## src/rtl/serv_imm_seq_pkg.sv

```systemverilog
// Shared types and constants for the immediate-decoder sequencer.
// Optional capture path: SERV_IMM_SEQ_CAPTURE_EN.
package serv_imm_seq_pkg;

  typedef enum logic [1:0] {
    IDLE,
    FETCH,
    RUN,
    DONE
  } state_t;

  localparam logic [4:0] OP_LOAD   = 5'b00000;
  localparam logic [4:0] OP_OPIMM  = 5'b00100;
  localparam logic [4:0] OP_JALR   = 5'b11001;
  localparam logic [4:0] OP_STORE  = 5'b01000;
  localparam logic [4:0] OP_BRANCH = 5'b11000;
  localparam logic [4:0] OP_LUI    = 5'b01101;
  localparam logic [4:0] OP_AUIPC  = 5'b00101;
  localparam logic [4:0] OP_JAL    = 5'b11011;
  localparam logic [4:0] OP_SYSTEM = 5'b11100;

  // {ctrl[3:0], en[3:0], csr}
  typedef struct packed {
    logic [3:0] ctrl;
    logic [3:0] en;
    logic       csr;
  } imm_cfg_t;

  localparam logic [8:0] IMM_CFG_I    = 9'b0010_1100_0;
  localparam logic [8:0] IMM_CFG_S    = 9'b0011_1001_0;
  localparam logic [8:0] IMM_CFG_B    = 9'b0101_1001_0;
  localparam logic [8:0] IMM_CFG_U    = 9'b1010_1110_0;
  localparam logic [8:0] IMM_CFG_J    = 9'b1000_1110_0;
  localparam logic [8:0] IMM_CFG_Z    = 9'b1000_0010_1;
  localparam logic [8:0] IMM_CFG_NONE = 9'b0000_0000_0;

endpackage

```

## src/rtl/serv_imm_seq_dec.sv

```systemverilog
// Opcode/funct3 to immediate-decoder configuration lookup.
// Purely combinational; shared with the decoder bench.
module serv_imm_seq_dec
  import serv_imm_seq_pkg::*;
(
  input  logic [4:0] op,
  input  logic [2:0] f3,
  output logic [8:0] cfg
);

  logic unused_f3;
  assign unused_f3 = ^f3[1:0];

  always_comb begin
    cfg = IMM_CFG_NONE;
    unique case (1'b1)
      (op == OP_LOAD) || (op == OP_OPIMM) || (op == OP_JALR):
        cfg = IMM_CFG_I;
      (op == OP_STORE):
        cfg = IMM_CFG_S;
      (op == OP_BRANCH):
        cfg = IMM_CFG_B;
      (op == OP_LUI) || (op == OP_AUIPC):
        cfg = IMM_CFG_U;
      (op == OP_JAL):
        cfg = IMM_CFG_J;
      (op == OP_SYSTEM) && f3[2]:
        cfg = IMM_CFG_Z;
      default:
        cfg = IMM_CFG_NONE;
    endcase
  end

endmodule

```

## src/rtl/serv_imm_seq.sv

```systemverilog
// Fetch-to-decode sequencer driving the bit-serial immediate decoder.
// Define SERV_IMM_SEQ_CAPTURE_EN to add the o_imm_word capture port.
module serv_imm_seq
  import serv_imm_seq_pkg::*;
#(
  parameter int TIMEOUT      = 16,
  parameter bit RUN_ON_RESET = 1'b0
) (
  input  logic        i_clk,
  input  logic        i_rst_n,
  input  logic        i_start,
  input  logic        i_halt,
  output logic        o_ibus_cyc,
  input  logic        i_ibus_ack,
  input  logic [31:0] i_ibus_rdt,
  output logic        o_wb_en,
  output logic        o_cnt_en,
  output logic        o_cnt_done,
  output logic [4:0]  o_cnt,
  output logic [3:0]  o_immdec_en,
  output logic [3:0]  o_ctrl,
  output logic        o_csr_imm_en,
  input  logic        i_imm,
  output logic        o_busy,
  output logic        o_done,
  output logic        o_fault
`ifdef SERV_IMM_SEQ_CAPTURE_EN
  ,
  output logic [31:0] o_imm_word
`endif
);

  localparam logic [7:0] WAIT_LAST = 8'(TIMEOUT - 1);

  state_t   state;
  state_t   state_nxt;
  imm_cfg_t cfg;
  imm_cfg_t dec_cfg;
  logic [4:0] cnt;
  logic [7:0] wait_cnt;
  logic       fault;
  logic       booted;
  logic       run;
  logic       hold;
  logic       timeout;
  logic [8:0] dec_out;

  serv_imm_seq_dec u_dec (
    .op  (i_ibus_rdt[6:2]),
    .f3  (i_ibus_rdt[14:12]),
    .cfg (dec_out)
  );

  assign dec_cfg = dec_out;

  assign run          = (state == RUN);
  assign hold         = run || (state == DONE);
  assign o_ibus_cyc   = (state == FETCH);
  assign o_wb_en      = o_ibus_cyc & i_ibus_ack;
  assign o_cnt_en     = run & ~i_halt;
  assign o_cnt_done   = o_cnt_en & (cnt == 5'd31);
  assign o_cnt        = run ? cnt : 5'd0;
  assign o_immdec_en  = cfg.en & {4{o_cnt_en}};
  assign o_ctrl       = hold ? cfg.ctrl : 4'd0;
  assign o_csr_imm_en = hold & cfg.csr;
  assign o_busy       = (state != IDLE);
  assign o_done       = (state == DONE);
  assign o_fault      = fault;
  assign timeout      = ~i_ibus_ack & (wait_cnt == WAIT_LAST);

  always_comb begin
    state_nxt = state;
    unique case (state)
      IDLE:
        if (i_start || (RUN_ON_RESET && !booted))
          state_nxt = FETCH;
      FETCH:
        if (i_ibus_ack)
          state_nxt = RUN;
        else if (timeout)
          state_nxt = IDLE;
      RUN:
        if (o_cnt_done)
          state_nxt = DONE;
      DONE:
        state_nxt = i_start ? FETCH : IDLE;
      default:
        state_nxt = IDLE;
    endcase
  end

  always_ff @(posedge i_clk or negedge i_rst_n) begin
    if (!i_rst_n) begin
      state    <= IDLE;
      cfg      <= '0;
      cnt      <= '0;
      wait_cnt <= '0;
      fault    <= 1'b0;
      booted   <= 1'b0;
    end else begin
      state  <= state_nxt;
      booted <= 1'b1;
      if (state == FETCH) begin
        if (i_ibus_ack) begin
          cfg <= dec_cfg;
          cnt <= '0;
        end
        wait_cnt <= wait_cnt + 8'd1;
      end else begin
        wait_cnt <= '0;
      end
      if (o_cnt_en)
        cnt <= cnt + 5'd1;
      if ((state == IDLE) && i_start)
        fault <= 1'b0;
      else if ((state == FETCH) && timeout)
        fault <= 1'b1;
    end
  end

`ifdef SERV_IMM_SEQ_CAPTURE_EN
  logic [31:0] sr;

  // First serial bit ends up in bit 0 after 32 shifts.
  always_ff @(posedge i_clk or negedge i_rst_n) begin
    if (!i_rst_n) begin
      sr         <= '0;
      o_imm_word <= '0;
    end else begin
      if (o_cnt_en)
        sr <= {i_imm, sr[31:1]};
      if (o_cnt_done)
        o_imm_word <= {i_imm, sr[31:1]};
    end
  end

  logic unused_rdt;
  assign unused_rdt = ^{i_ibus_rdt[31:15], i_ibus_rdt[11:7],
                        i_ibus_rdt[1:0]};
`else
  logic unused_rdt;
  assign unused_rdt = ^{i_ibus_rdt[31:15], i_ibus_rdt[11:7],
                        i_ibus_rdt[1:0], i_imm};
`endif

endmodule
```

## config.mk

```make
export PLATFORM = sky130hd
export DESIGN_NAME = serv_imm_seq
export DESIGN_NICKNAME = d
export VERILOG_FILES = /design/src/rtl/serv_imm_seq_pkg.sv /design/src/rtl/serv_imm_seq_dec.sv /design/src/rtl/serv_imm_seq.sv
export SDC_FILE = /design/constraint.sdc
export NUM_CORES = 1
export LEC_CHECK = 0
export BUFFER_PORTS_ARGS = -buffer_cell sky130_fd_sc_hd__buf_2
export CORE_ASPECT_RATIO = 1.1
export CORE_MARGIN = 2
export CORE_UTILIZATION = 38
export DETAILED_ROUTE_END_ITERATION = 10
export GPL_TIMING_DRIVEN = 0
export PLACE_DENSITY = 0.69
export RECOVER_POWER = 25
export SLEW_MARGIN = 15
export SYNTH_ARGS = -nofsm -noshare
export SYNTH_HDL_FRONTEND = slang
export SYNTH_HIERARCHICAL = 1
export SYNTH_SLANG_ARGS = --single-unit
```

## constraint.sdc

```tcl
create_clock -name i_clk -period 2.1 [get_ports i_clk]
set_input_delay 0.42 -clock i_clk [delete_from_list [all_inputs] [get_ports i_clk]]
set_output_delay 0.42 -clock i_clk [all_outputs]
set_load 0.02 [all_outputs]
```

==> impl_metrics.toml <==
[status]
status = "complete, no violations"

[placed_design]
gp_congestion = 0.765
place_area_mm2 = 0.00164
place_inst = 217
dp_hpwl_um = 2270
numPortBuffers = 29

[synth]
synth_edf_count = 0
yosys-top-cells-count = "dfrtp_1, and2_1, mux2_2"
yosys_warnings = 6
syn_area_mm2 = 0.00144
ys_seq_elements = 25
syn_nets = 179
yosys.area_share.adder_pct = 2.62
synth_area_per_cell_um2 = 10.4
synthesis.instances = 138
synth_mux_area_share_pct = 7.06
synth_largest_area_cell = "dfrtp_1"
synthTopCellsByArea = "dfrtp_1, mux2_2, and2_1, and2_2, nand3_1"
synth-compound-area-share_pct = 11.0
synthSimpleGateAreaFrac_pct = 26.5
yosysTopAreaCellShare_pct = 43.6
ys.flop_type = "dfrtp_1"
synth-xor-area-share_pct = 2.44
synthDistinctLibCells = 43
synth_top_family_by_area = "simple AND/OR/NAND/NOR gates"
synth.most_common_cell = "dfrtp_1"
synth_seq_area_share_pct = 43.6
async_flop_share_pct = 100

[clocking]
cts.sinks = 25
clk_latency_ns = 0.26
cts_buffers = 3
cts_buffer_depth = 2
clk_pin_slew_ns = 0.08
htree_num_levels = 1
root_buffer = "clkbuf_8"
cts_tree = "yes"
hold_buffers = 0

[power_and_ir_drop]
pwr-share-seq_pct = 41.7
internal_power_uw = 1010
power_density_mw_per_mm2 = 908
pwr-share-clk_pct = 17.4
switching_share_pct = 36.3
power_uw = 1580
comb_power_share_pct = 40.9
p_leak_uw = 0.000879
power_switching_uw = 575
ir_drop_mv = 0.431

[sta]
final_hold_viol_count = 0
slew_headroom_pct = 9.41
min_period_ns = 2.05
tns_ns = 0
finalSetupViolCount = 0
finalClockSkew_ns = 0.00257
worstMarginPinSlew_ns = 1.36
drv_slew = 0
hold-worst-slack_ns = 0.446
period_share_pct = 97.4
fmax_mhz = 489

[grt]
grtUsageTotal_pct = 15.0
grt_pass1_vias = 1124
grt_pass1_wl_um = 4970
antenna_found_initial = 0
grt_max_degree = 26
grt-ovfl-total = 0

[critical_path]
path_class = "reg -> out"
cp.arrival_ns = 1.63
cp-end-kind = "primary output"
worstPathRequired_ns = 1.68
path_max_fanout = 9
worst_setup_path_start_kind = "register"

[detailed_routing]
routedWlPerCell_um = 13.3
firstDrtPassIters = 4
vias = 1118
postRouteAntennaNets = 0
avgViaCountPerCell = 4.99
wirelength_um = 2980
route.detailed.drc = 0
drtIter0Drc = 55

[hold_path]
min_path_type = "in -> async"

[run]
drv_cap = 0

[final_layout]
multiInputGateArea_um2 = 718
drive_above_1_share_pct = 39.7
fin_area_mm2 = 0.00174
fillers = 360
syn_to_final_growth_pct = 21.5
nets = 216
n_antenna_cell = 0
seq_area_um2 = 626
stdcell_count = 224

[floorplan]
dieArea_mm2 = 0.00428
start_util_pct = 39.6
floorplan.rows = 23
fp.dieH_um = 68.5
ios = 59
fp.coreArea_mm2 = 0.00363
die_w_um = 62.6
-- stage by stage --
stage | worst slack, ns | util (%)
final | 0.0538 | 48.1
after global routing | -0.00331 | 48.1
after CTS | 0.00537 | 46.9
after detailed placement | 0.272 | 45.3
after global placement | 0.279 | 45.3
after floorplan | 0.419 | -
-- layout by cell type (no fill, tap or decap), drive strengths merged, types with 2 or more instances in the layout --
cell	synthesis	layout
clkbuf	1	5
a211o	2	2
nor2b	4	4
a22o	2	2
and3	2	2
buf	8	39
a311oi	2	2
and2	17	17
ha	3	3
mux2	9	9
nor3b	3	3
a21oi	5	5
nor4	2	2
nand2	4	4
nand3b	2	2
dfrtp	25	25
inv	4	4
or3	5	5
nor3	2	2
xor2	3	3
clkinv	1	2
nand2b	3	3
nand3	8	8
nor2	5	5
o21ai	5	5
-- final timing paths --
kind	from	endpoint	slack [ns]	cells after the start
worst max register to register	state[0]	cnt[2]	0.55	6
worst max-delay path	state[0]	o_immdec_en[3]	0.05	6
max in group asynchronous	i_rst_n	wait_cnt[1]	0.86	1
min in group i_clk	i_start	state[0]	0.46	3
worst min-delay path	i_rst_n	o_fault	0.45	1
worst min register to register	cfg[2]	cfg[2]	0.50	1
-- per-layer routing --
| layer | share of wire [%] | track usage (%) | vias up |
|---|---|---|---|
| li1 | - | - | 556 |
| met1 | 42 | 15.4 | 538 |
| met2 | 54 | 30.9 | 20 |
| met5 | 0 | 0 | - |
| met4 | 1.3 | 5.56 | 0 |
| met3 | 3.1 | 2.30 | 4 |
-- worst max-delay path, stage by stage (launching register included) --
cell and delay (ns):
dfrtp_1 0.38, buf_6 0.13, or3b_4 0.39, buf_6 0.14, clkinv_8 0.06, and2_2 0.15
buf_6 0.11
-- layout make-up --
| type | count | area share, % |
|---|---|---|
| inverter | 5 | 1.79 |
| sequential | 25 | 35.9 |
| clock inverter | 1 | 0.287 |
| timing repair buffer | 32 | 11.1 |
| clock buffer | 3 | 2.37 |
| multi-input combinational | 99 | 41.2 |
| buffer | 9 | 3.80 |
| tap | 50 | 3.59 |
-- state kept, by name, indices dropped and copies added (netlist names), named ones only --
name / cells
cfg: 9
o_fault: 1
wait_cnt: 8
cnt: 5
state: 1
-- cell families after synthesis --
kind of cell | after synthesis
adders and majority gates | 3
and+or+nand+nor | 62
xor gates and xnor gates | 4
muxes | 9
AOI/OAI and AO/OA | 21
DFF | 25
buffers and inverters | 14
-- power groups by stage --
| stage | sequential (uW) | clock (uW) | combinational (uW) |
|---|---|---|---|
| after floorplan | 645 | 0 | 450 |
| after global placement | 659 | 0 | 589 |
| after detailed placement | 667 | 0 | 611 |
| after CTS | 659 | 288 | 613 |
| after global routing | 675 | 315 | 708 |
| final | 660 | 276 | 647 |
-- what timing repair did --
item	4_1_cts	5_1_grt
pin swaps	0	0
buffers inserted	0	3
gates resized for setup	4	8
endpoints found under the setup margin	4	5
Note: power is estimated with default switching activity, not from simulation.
